File: src/rtl/comparator_sweep_driver.sv
// -----------------------------------------------------------------------------
// comparator_sweep_driver
//
// Self-test stimulus generator for an N-bit unsigned magnitude comparator.
// A start pulse launches a walking-bit sweep of 4N+3 vectors. Each vector is
// held on A/B for HOLD cycles. The comparator's EQ/LT are sampled on the last
// cycle of the hold window and checked against the expectation that was
// registered together with the vector. Mismatches are counted (saturating),
// and the index of the first failing vector is recorded.
//
// Ports
//   clk         in   single clock, rising edge
//   rst_n       in   synchronous active-low reset
//   start       in   one-cycle sweep request, honoured only when idle
//   A, B        out  comparator operands (registered)
//   EQ, LT      in   comparator results (A==B, A<B unsigned)
//   busy        out  sweep in progress
//   done        out  one-cycle pulse after the last vector is checked
//   pass        out  last completed sweep had zero mismatches
//   err_count   out  mismatch count of the current/last sweep, saturating
//   first_fail  out  index of the first mismatching vector, 0 when none
// -----------------------------------------------------------------------------
module comparator_sweep_driver #(
    parameter int N    = 8,
    parameter int HOLD = 4,
    parameter int IW   = $clog2(4 * N + 4)
) (
    input  logic          clk,
    input  logic          rst_n,
    input  logic          start,
    output logic [N-1:0]  A,
    output logic [N-1:0]  B,
    input  logic          EQ,
    input  logic          LT,
    output logic          busy,
    output logic          done,
    output logic          pass,
    output logic [IW-1:0] err_count,
    output logic [IW-1:0] first_fail
);

    localparam int            HW      = (HOLD > 1) ? $clog2(HOLD) : 1;
    localparam logic [IW-1:0] LAST_K  = IW'(4 * N + 2);
    localparam logic [HW-1:0] H_LAST  = HW'(HOLD - 1);
    localparam logic [IW-1:0] ERR_MAX = '1;
    localparam logic [N-1:0]  ONE     = N'(1);

    typedef enum logic [1:0] {
        S_IDLE,
        S_RUN,
        S_FIN
    } state_e;

    // Operands plus the comparator response they should produce.
    typedef struct packed {
        logic [N-1:0] a;
        logic [N-1:0] b;
        logic         eq;
        logic         lt;
    } vec_t;

    localparam vec_t IDLE_VEC = '{a: '1, b: '1, eq: 1'b1, lt: 1'b0};

    // Vector table: walking zero through ones on A, then walking one through
    // zeros on B, each "unequal" vector followed by an "equal" recovery vector.
    function automatic vec_t vec_of(input logic [IW-1:0] k);
        vec_t v;
        int   kk;
        int   i;
        int   m;
        kk = int'(k);
        v  = IDLE_VEC;
        if (kk == 0) begin
            v = IDLE_VEC;
        end else if (kk <= 2 * N) begin
            i = N - 1 - (kk - 1) / 2;
            if (kk % 2 == 1) begin
                v.a  = ~(ONE << i);
                v.eq = 1'b0;
                v.lt = 1'b1;
            end
        end else if (kk == 2 * N + 1) begin
            v.a  = '0;
            v.eq = 1'b0;
            v.lt = 1'b1;
        end else begin
            v.a = '0;
            v.b = '0;
            if (kk > 2 * N + 2) begin
                m = kk - 2 * N - 3;
                i = N - 1 - m / 2;
                if (m % 2 == 0) begin
                    v.b  = ONE << i;
                    v.eq = 1'b0;
                    v.lt = 1'b1;
                end
            end
        end
        return v;
    endfunction

    state_e        state_q, state_d;
    logic [IW-1:0] k_q, k_d;
    logic [HW-1:0] h_q, h_d;
    vec_t          vec_q, vec_d;
    logic [IW-1:0] err_q, err_d;
    logic [IW-1:0] ff_q, ff_d;
    logic          pass_q, pass_d;
    logic          mismatch;

    assign mismatch = (EQ != vec_q.eq) || (LT != vec_q.lt);

    // NOTE: every signal written here gets a default first so no path leaves
    // it unassigned; otherwise synthesis infers a latch.
    always_comb begin
        state_d = state_q;
        k_d     = k_q;
        h_d     = h_q;
        vec_d   = vec_q;
        err_d   = err_q;
        ff_d    = ff_q;
        pass_d  = pass_q;
        unique case (state_q)
            S_IDLE: begin
                if (start) begin
                    state_d = S_RUN;
                    k_d     = '0;
                    h_d     = '0;
                    vec_d   = vec_of('0);
                    err_d   = '0;
                    ff_d    = '0;
                    pass_d  = 1'b0;
                end
            end
            S_RUN: begin
                if (h_q == H_LAST) begin
                    if (mismatch) begin
                        if (err_q != ERR_MAX) err_d = err_q + IW'(1);
                        if (err_q == '0)      ff_d  = k_q;
                    end
                    if (k_q == LAST_K) begin
                        // err_d already includes a mismatch on the final vector.
                        state_d = S_FIN;
                        vec_d   = IDLE_VEC;
                        pass_d  = (err_d == '0);
                    end else begin
                        k_d   = k_q + IW'(1);
                        h_d   = '0;
                        vec_d = vec_of(k_q + IW'(1));
                    end
                end else begin
                    h_d = h_q + HW'(1);
                end
            end
            S_FIN: begin
                state_d = S_IDLE;
            end
            default: begin
                state_d = S_IDLE;
                vec_d   = IDLE_VEC;
            end
        endcase
    end

    // NOTE: state registers use non-blocking assignments so every flop samples
    // the pre-edge values, independent of statement order.
    always_ff @(posedge clk) begin
        if (!rst_n) begin
            state_q <= S_IDLE;
            k_q     <= '0;
            h_q     <= '0;
            vec_q   <= IDLE_VEC;
            err_q   <= '0;
            ff_q    <= '0;
            pass_q  <= 1'b0;
        end else begin
            state_q <= state_d;
            k_q     <= k_d;
            h_q     <= h_d;
            vec_q   <= vec_d;
            err_q   <= err_d;
            ff_q    <= ff_d;
            pass_q  <= pass_d;
        end
    end

    assign A          = vec_q.a;
    assign B          = vec_q.b;
    assign busy       = (state_q == S_RUN);
    assign done       = (state_q == S_FIN);
    assign pass       = pass_q;
    assign err_count  = err_q;
    assign first_fail = ff_q;

endmodule

File: config.mk
export PLATFORM = sky130hd
export DESIGN_NAME = comparator_sweep_driver
export DESIGN_NICKNAME = d
export VERILOG_FILES = /design/src/rtl/comparator_sweep_driver.sv
export SDC_FILE = /design/constraint.sdc
export NUM_CORES = 1
export LEC_CHECK = 0
export CORE_UTILIZATION = 40
export CTS_BUF_LIST = sky130_fd_sc_hd__clkbuf_4 sky130_fd_sc_hd__clkbuf_8
export CTS_CLUSTER_SIZE = 20
export DETAILED_ROUTE_END_ITERATION = 8
export MAX_ROUTING_LAYER = met4
export SLEW_MARGIN = 20
export SYNTH_ARGS = -nofsm -noshare
export SYNTH_HDL_FRONTEND = slang
export SYNTH_SLANG_ARGS = --single-unit
File: constraint.sdc
create_clock -name clk -period 5.35 [get_ports clk]
set_clock_uncertainty 0.15 [all_clocks]
set_input_delay 1.07 -clock clk [delete_from_list [all_inputs] [get_ports clk]]
set_output_delay 1.07 -clock clk [all_outputs]
set_load 0.01 [all_outputs]
==> flow_summary.toml, run 1 <==
[logic_synthesis]
synth_compound_area_share_pct = 19.5
avgSynthCellArea_um2 = 8.24
synth_cell_types = 69
synthMuxAreaShare_pct = 1.61
ys_warn_count = 0
synth_simple_gate_area_share_pct = 28.0
synth-seq-cells = 41
synth_edf_count = 0
synthAdderAreaFrac_pct = 13.0
synth_top_family_by_area = "simple AND/OR/NAND/NOR gates"
ys_seq_area_share_pct = 24.1
synth_async_sr_flop_share_pct = 0
syn_area_mm2 = 0.00341
synth_nets = 452
ys.flop_type = "dfxtp_1"
synthXorXnorAreaFrac_pct = 4.95
syn_inst = 414

[pwr]
total_power_uw = 724
power.density_mw_per_mm2 = 189
ir_drop_v = 0.000122
leakage_nw = 1.42

[placed_design]
io_buffers = 35
place.gp.congestion = 0.877
place_hpwl_mm = 5.56

[timing]
fin_crit_ps = 4670
hold_viol_final = 0
clock.fmax_ghz = 0.214
tightestPinTransition_ps = 767
drv_slew = 0
maxSlewHeadroom_pct = 48.9
rsz0062_at_grt = "no"
finalCritPeriodShare_pct = 87.2
report.final.setup_viol = 0
finalSetupTns_ps = 0

[global_route]
globalRouteMet3Util_pct = 2.17
grt.busiest_layer = "met2"
grt_pass1_wl_mm = 12.6
grt_pass1_vias = 2667
use_met2_pct = 28.6
overflow = 0
grt.total_usage_pct = 18.3
antenna_found_initial = 0
grt_max_degree = 36
grt.met1_usage_pct = 25.6

[run]
maxCapViolCount = 0

[final_layout]
final_common_cell = "dfxtp_1"
fillers = 812
num_antenna_cells = 0
drive_gt1_share_pct = 10.6
multi_input_area_mm2 = 0.00229
area_delta_synth_final_pct = 12.1
layout_common_cells = "41 x dfxtp_1, 35 x clkdlybuf4s50_1, 31 x nand2_1"
seq_area_um2 = 821
finalNetCount = 464

[detailed_routing]
drtAntennaViolNets = 0
avgRoutedWirePerCell_um = 14.0
first_iter_violations = 123
totalWireLength_mm = 7.46
drt_pass1_iterations = 4
vias = 2875
drt-vias-per-instance = 5.41
drc_errors = 0

[setup_path]
crit_arrival_ps = 4680
crit_fanout = 8
worst-setup-path-type = "reg2reg"
end_kind = "flop"
start_kind = "flop"
worstPathRequired_ps = 5370

[clock_network]
h-tree-depth = 2
cts_tree = "built"
clk_pin_slew_worst_paths_ps = 80
cts.path.max_buffers = 2
cts.sinks = 41
cts_made_buffers = 5
post-cts-setup-buffer-count = 0
cts_resized = 0
hold_buffers = 0
cts-root-buf = "clkbuf_8"
clock_latency_ps = 290

[die]
dieArea_mm2 = 0.00890
initial_core_util_pct = 41.5
num_rows = 33
pin_count = 36
core_area_mm2 = 0.00822
die_w_um = 94.3
die_h_um = 94.3

[min_path]
hold_class = "reg2reg"

[outcome]
run_status = "completed"
[synth_stat cells, types with 10 or more instances]
cell type | number | area, um2
o21ai_0 | 10 | 50.1
nand3_1 | 20 | 100
buf_4 | 17 | 128
nor2_1 | 28 | 105
nor4_1 | 10 | 62.6
clkbuf_1 | 11 | 41.3
ha_1 | 29 | 363
nor3_1 | 11 | 55.1
dfxtp_1 | 41 | 821
nor2b_1 | 17 | 106
a21oi_1 | 13 | 65.1
nand2b_1 | 11 | 68.8
nand2_1 | 31 | 116
inv_1 | 21 | 78.8
[routing by layer]
metal / routed length, um / vias to the layer above
met5: 0 / -
met4: 40 / 0
li1: - / 1473
met2: 3360 / 46
met1: 3820 / 1352
met3: 243 / 4
[power breakdown]
part	total, mW	internal, mW	switching (mW)
combinational	0.155	0.0652	0.0901
clock	0.248	0.136	0.112
sequential	0.321	0.314	0.00694
[area by class of cell]
class,instances,area share (%)
multi-input cells,314,59.8
flip-flops and latches,41,21.5
repair buffers,39,9.95
well taps,105,3.44
inverters,25,2.59
clock buffers,5,1.80
clock inverters,2,0.916
[state kept, by name (all words and copies together), names as in the netlist]
register    count
err_count       6
A               8
h_q             2
vec_q           2
pass            1
B               8
k_q             6
state_q         2
first_fail      6
[logic make-up after synthesis]
kind of cell / count (synthesis)
fa+ha+maj: 33
simple gates: 173
buf+inv: 59
xor+xnor: 12
flops: 41
mux: 4
compound gates: 92
[metrics by stage]
| step | utilization (%) | hold slack (ps) | setup slack [ps] | cell area, um2 | cells |
|---|---|---|---|---|---|
| finish | 46.5 | 327 | 685 | 3820 | 531 |
| global route | 46.5 | 342 | 337 | 3820 | 531 |
| CTS | 46.5 | 329 | 700 | 3820 | 531 |
| detailed placement | 45.3 | 311 | 697 | 3720 | 524 |
| global placement | 45.3 | 306 | 769 | 3720 | 524 |
| floorplan | - | 295 | 1020 | 3410 | 414 |
[worst max-delay path, cell delays in order (launching register included)]
cell     delay, ps
dfxtp_1        570
ha_1           280
nand3_4        110
xnor2_4        350
inv_2          160
ha_1           310
inv_1           60
and3_1         190
a21o_1         120
inv_1           70
nor2_1         100
ha_1           150
inv_1           40
ha_1           180
a21o_1         170
a21oi_1        280
nor2b_1         80
nor3_1         200
fa_1           450
and4b_1        220
o21ai_2        160
o22ai_1        140
[worst paths after layout]
kind           from     end  slack [ps]  cells after the start
max reg2reg  k_q[4]    B[6]         680                     21
max          k_q[4]    B[6]         680                     21
min          h_q[1]  h_q[1]         330                      2
min reg2reg  h_q[1]  h_q[1]         330                      2
Power figures use the tool's default switching activity.
==> run 2, diff against run 1 <==
--- a/config.mk
+++ b/config.mk
@@ -9,6 +9,7 @@
 export CTS_BUF_LIST = sky130_fd_sc_hd__clkbuf_4 sky130_fd_sc_hd__clkbuf_8
 export CTS_CLUSTER_SIZE = 20
 export DETAILED_ROUTE_END_ITERATION = 8
+export GPL_ROUTABILITY_DRIVEN = 0
 export MAX_ROUTING_LAYER = met4
 export SLEW_MARGIN = 20
 export SYNTH_ARGS = -nofsm -noshare
==> constraint.sdc (replaced) <==
create_clock -name clk -period 5.85 [get_ports clk]
set_clock_uncertainty 0.15 [all_clocks]
set_input_delay 1.17 -clock clk [delete_from_list [all_inputs] [get_ports clk]]
set_output_delay 1.17 -clock clk [all_outputs]
set_load 0.01 [all_outputs]
==> flow_summary.toml, run 2 (synthesis results as in run 1) <==
[outcome]
run_status = "completed"

[die]
core_area_mm2 = 0.00822
initial_core_util_pct = 41.5
die_h_um = 94.3
die_w_um = 94.3
num_rows = 33
pin_count = 36
dieArea_mm2 = 0.00890

[setup_path]
start_kind = "flop"
path_buf_inv = 4
crit_fanout = 13
critical_path.cell_chain = "ha_1, nand3_4, xnor2_4, inv_2, ha_1, inv_1, and3_1, a21o_1, inv_1, nor2_1, ha_1, inv_1, ha_1, a21o_1, a21oi_1, nor2b_1, nor3_1, fa_1, and4b_1, o21ai_2, o22ai_1"
crit_arrival_ps = 4940
crit_family = "adder cells"
r2r-end = "B[6]"
regToRegSetupSlack_ps = 920
cp_slowest_stage_delay_ps = 670
r2r_cells = 21
worst-setup-path-type = "reg2reg"
end_kind = "flop"
reg2reg_from = "k_q[2]"
crit_cells = 21
worstPathRequired_ps = 5870
crit_path_frequent_cell = "ha_1"
crit_slowest_cell = "dfxtp_1"

[detailed_routing]
first_iter_violations = 138
drc_errors = 0
drtAntennaViolNets = 0
avgRoutedWirePerCell_um = 14.1
drt_pass1_iterations = 4
drt-vias-per-instance = 5.37
vias = 2846
totalWireLength_mm = 7.48

[final_layout]
layout_common_cells = "41 x dfxtp_1, 35 x clkdlybuf4s50_1, 31 x nand2_1"
finalNonFillerCells = 530
finalNetCount = 463
fillers = 836
area_delta_synth_final_pct = 11.9
fin_area_mm2 = 0.00382
drive_gt1_share_pct = 10.4
final_common_cell = "dfxtp_1"
num_antenna_cells = 0

[timing]
tightestPinTransition_ps = 788
hold_viol_final = 0
finalSetupTns_ps = 0
rsz0062_at_grt = "no"
drv_slew = 0
fin_crit_ps = 4930
hold_slack_ps = 319
clock.fmax_ghz = 0.203
report.final.setup_viol = 0
finalCritPeriodShare_pct = 84.2
maxSlewHeadroom_pct = 47.5

[min_path]
hold_class = "reg2reg"
holdPathStages = 2
hold_path_startpoint = "first_fail[3]"
whs_endpoint = "first_fail[3]"

[placed_design]
placed_area_mm2 = 0.00371
io_buffers = 35
place_hpwl_mm = 5.60
dp_cells = 523

[clock_network]
cts.path.max_buffers = 2
cts_resized = 0
clock_latency_ps = 300
post-cts-setup-buffer-count = 0
cts.sinks = 41
h-tree-depth = 2
cts_tree = "built"
clk_pin_slew_worst_paths_ps = 80
cts_made_buffers = 5
hold_buffers = 0
cts-root-buf = "clkbuf_8"

[global_route]
overflow = 0
antenna_found_initial = 0
grt.total_usage_pct = 18.4
grt_pass1_wl_mm = 12.6
grt_pass1_vias = 2566
grt_max_degree = 36

[pwr]
total_power_uw = 660
leakage_nw = 1.42
ir_drop_v = 0.000101
power.density_mw_per_mm2 = 173

[run]
maxCapViolCount = 0
-- run 2: cell count changes in the layout (fill, tap and decap cells not counted) --
cell / change
buf_4: -1
-- run 2: layout make-up --
cell class              count  area (um2)  share of cell area (%)
clock inverters             2        35.0                   0.918
inverters                  25        98.8                    2.59
multi-input cells         314        2290                    60.0
well taps                 105         131                    3.44
clock buffers               5        68.8                    1.80
repair buffers             38         373                    9.77
flip-flops and latches     41         821                    21.5
-- run 2: report_power, final --
| group | total [mW] | internal, mW | switching, mW |
|---|---|---|---|
| logic | 0.141 | 0.0596 | 0.0817 |
| clock network | 0.224 | 0.124 | 0.100 |
| registers | 0.294 | 0.287 | 0.00725 |
-- run 2: worst max-delay path by stage --
stage	slack (ps)	from	end
6_report	920	k_q[2]	B[6]
5_1_grt	500	k_q[2]	B[0]
4_1_cts	940	k_q[2]	B[6]
3_5_place_dp	960	k_q[2]	B[6]
3_3_place_gp	1050	k_q[2]	B[6]
2_1_floorplan	1520	k_q[0]	B[7]
-- run 2: tightest hold or removal path, stage by stage (launching register included) --
cell      delay, ps
dfxtp_1         310
nand2b_1         60
a21boi_1         50
-- run 2: metal layers --
metal / share of wire [%] / up-vias / global-route usage, %
met5: 0 / - / -
met2: 44 / 49 / 27.8
met4: 1.4 / 0 / 5.26
met3: 3.8 / 10 / 2.74
met1: 50 / 1314 / 25.3
li1: - / 1473 / -
-- run 2: stage by stage --
stage / util, % / setup WS, ps
2_1_floorplan: - / 1520
3_3_place_gp: 45.2 / 1050
3_5_place_dp: 45.2 / 956
4_1_cts: 46.4 / 945
5_1_grt: 46.4 / 498
6_report: 46.4 / 924
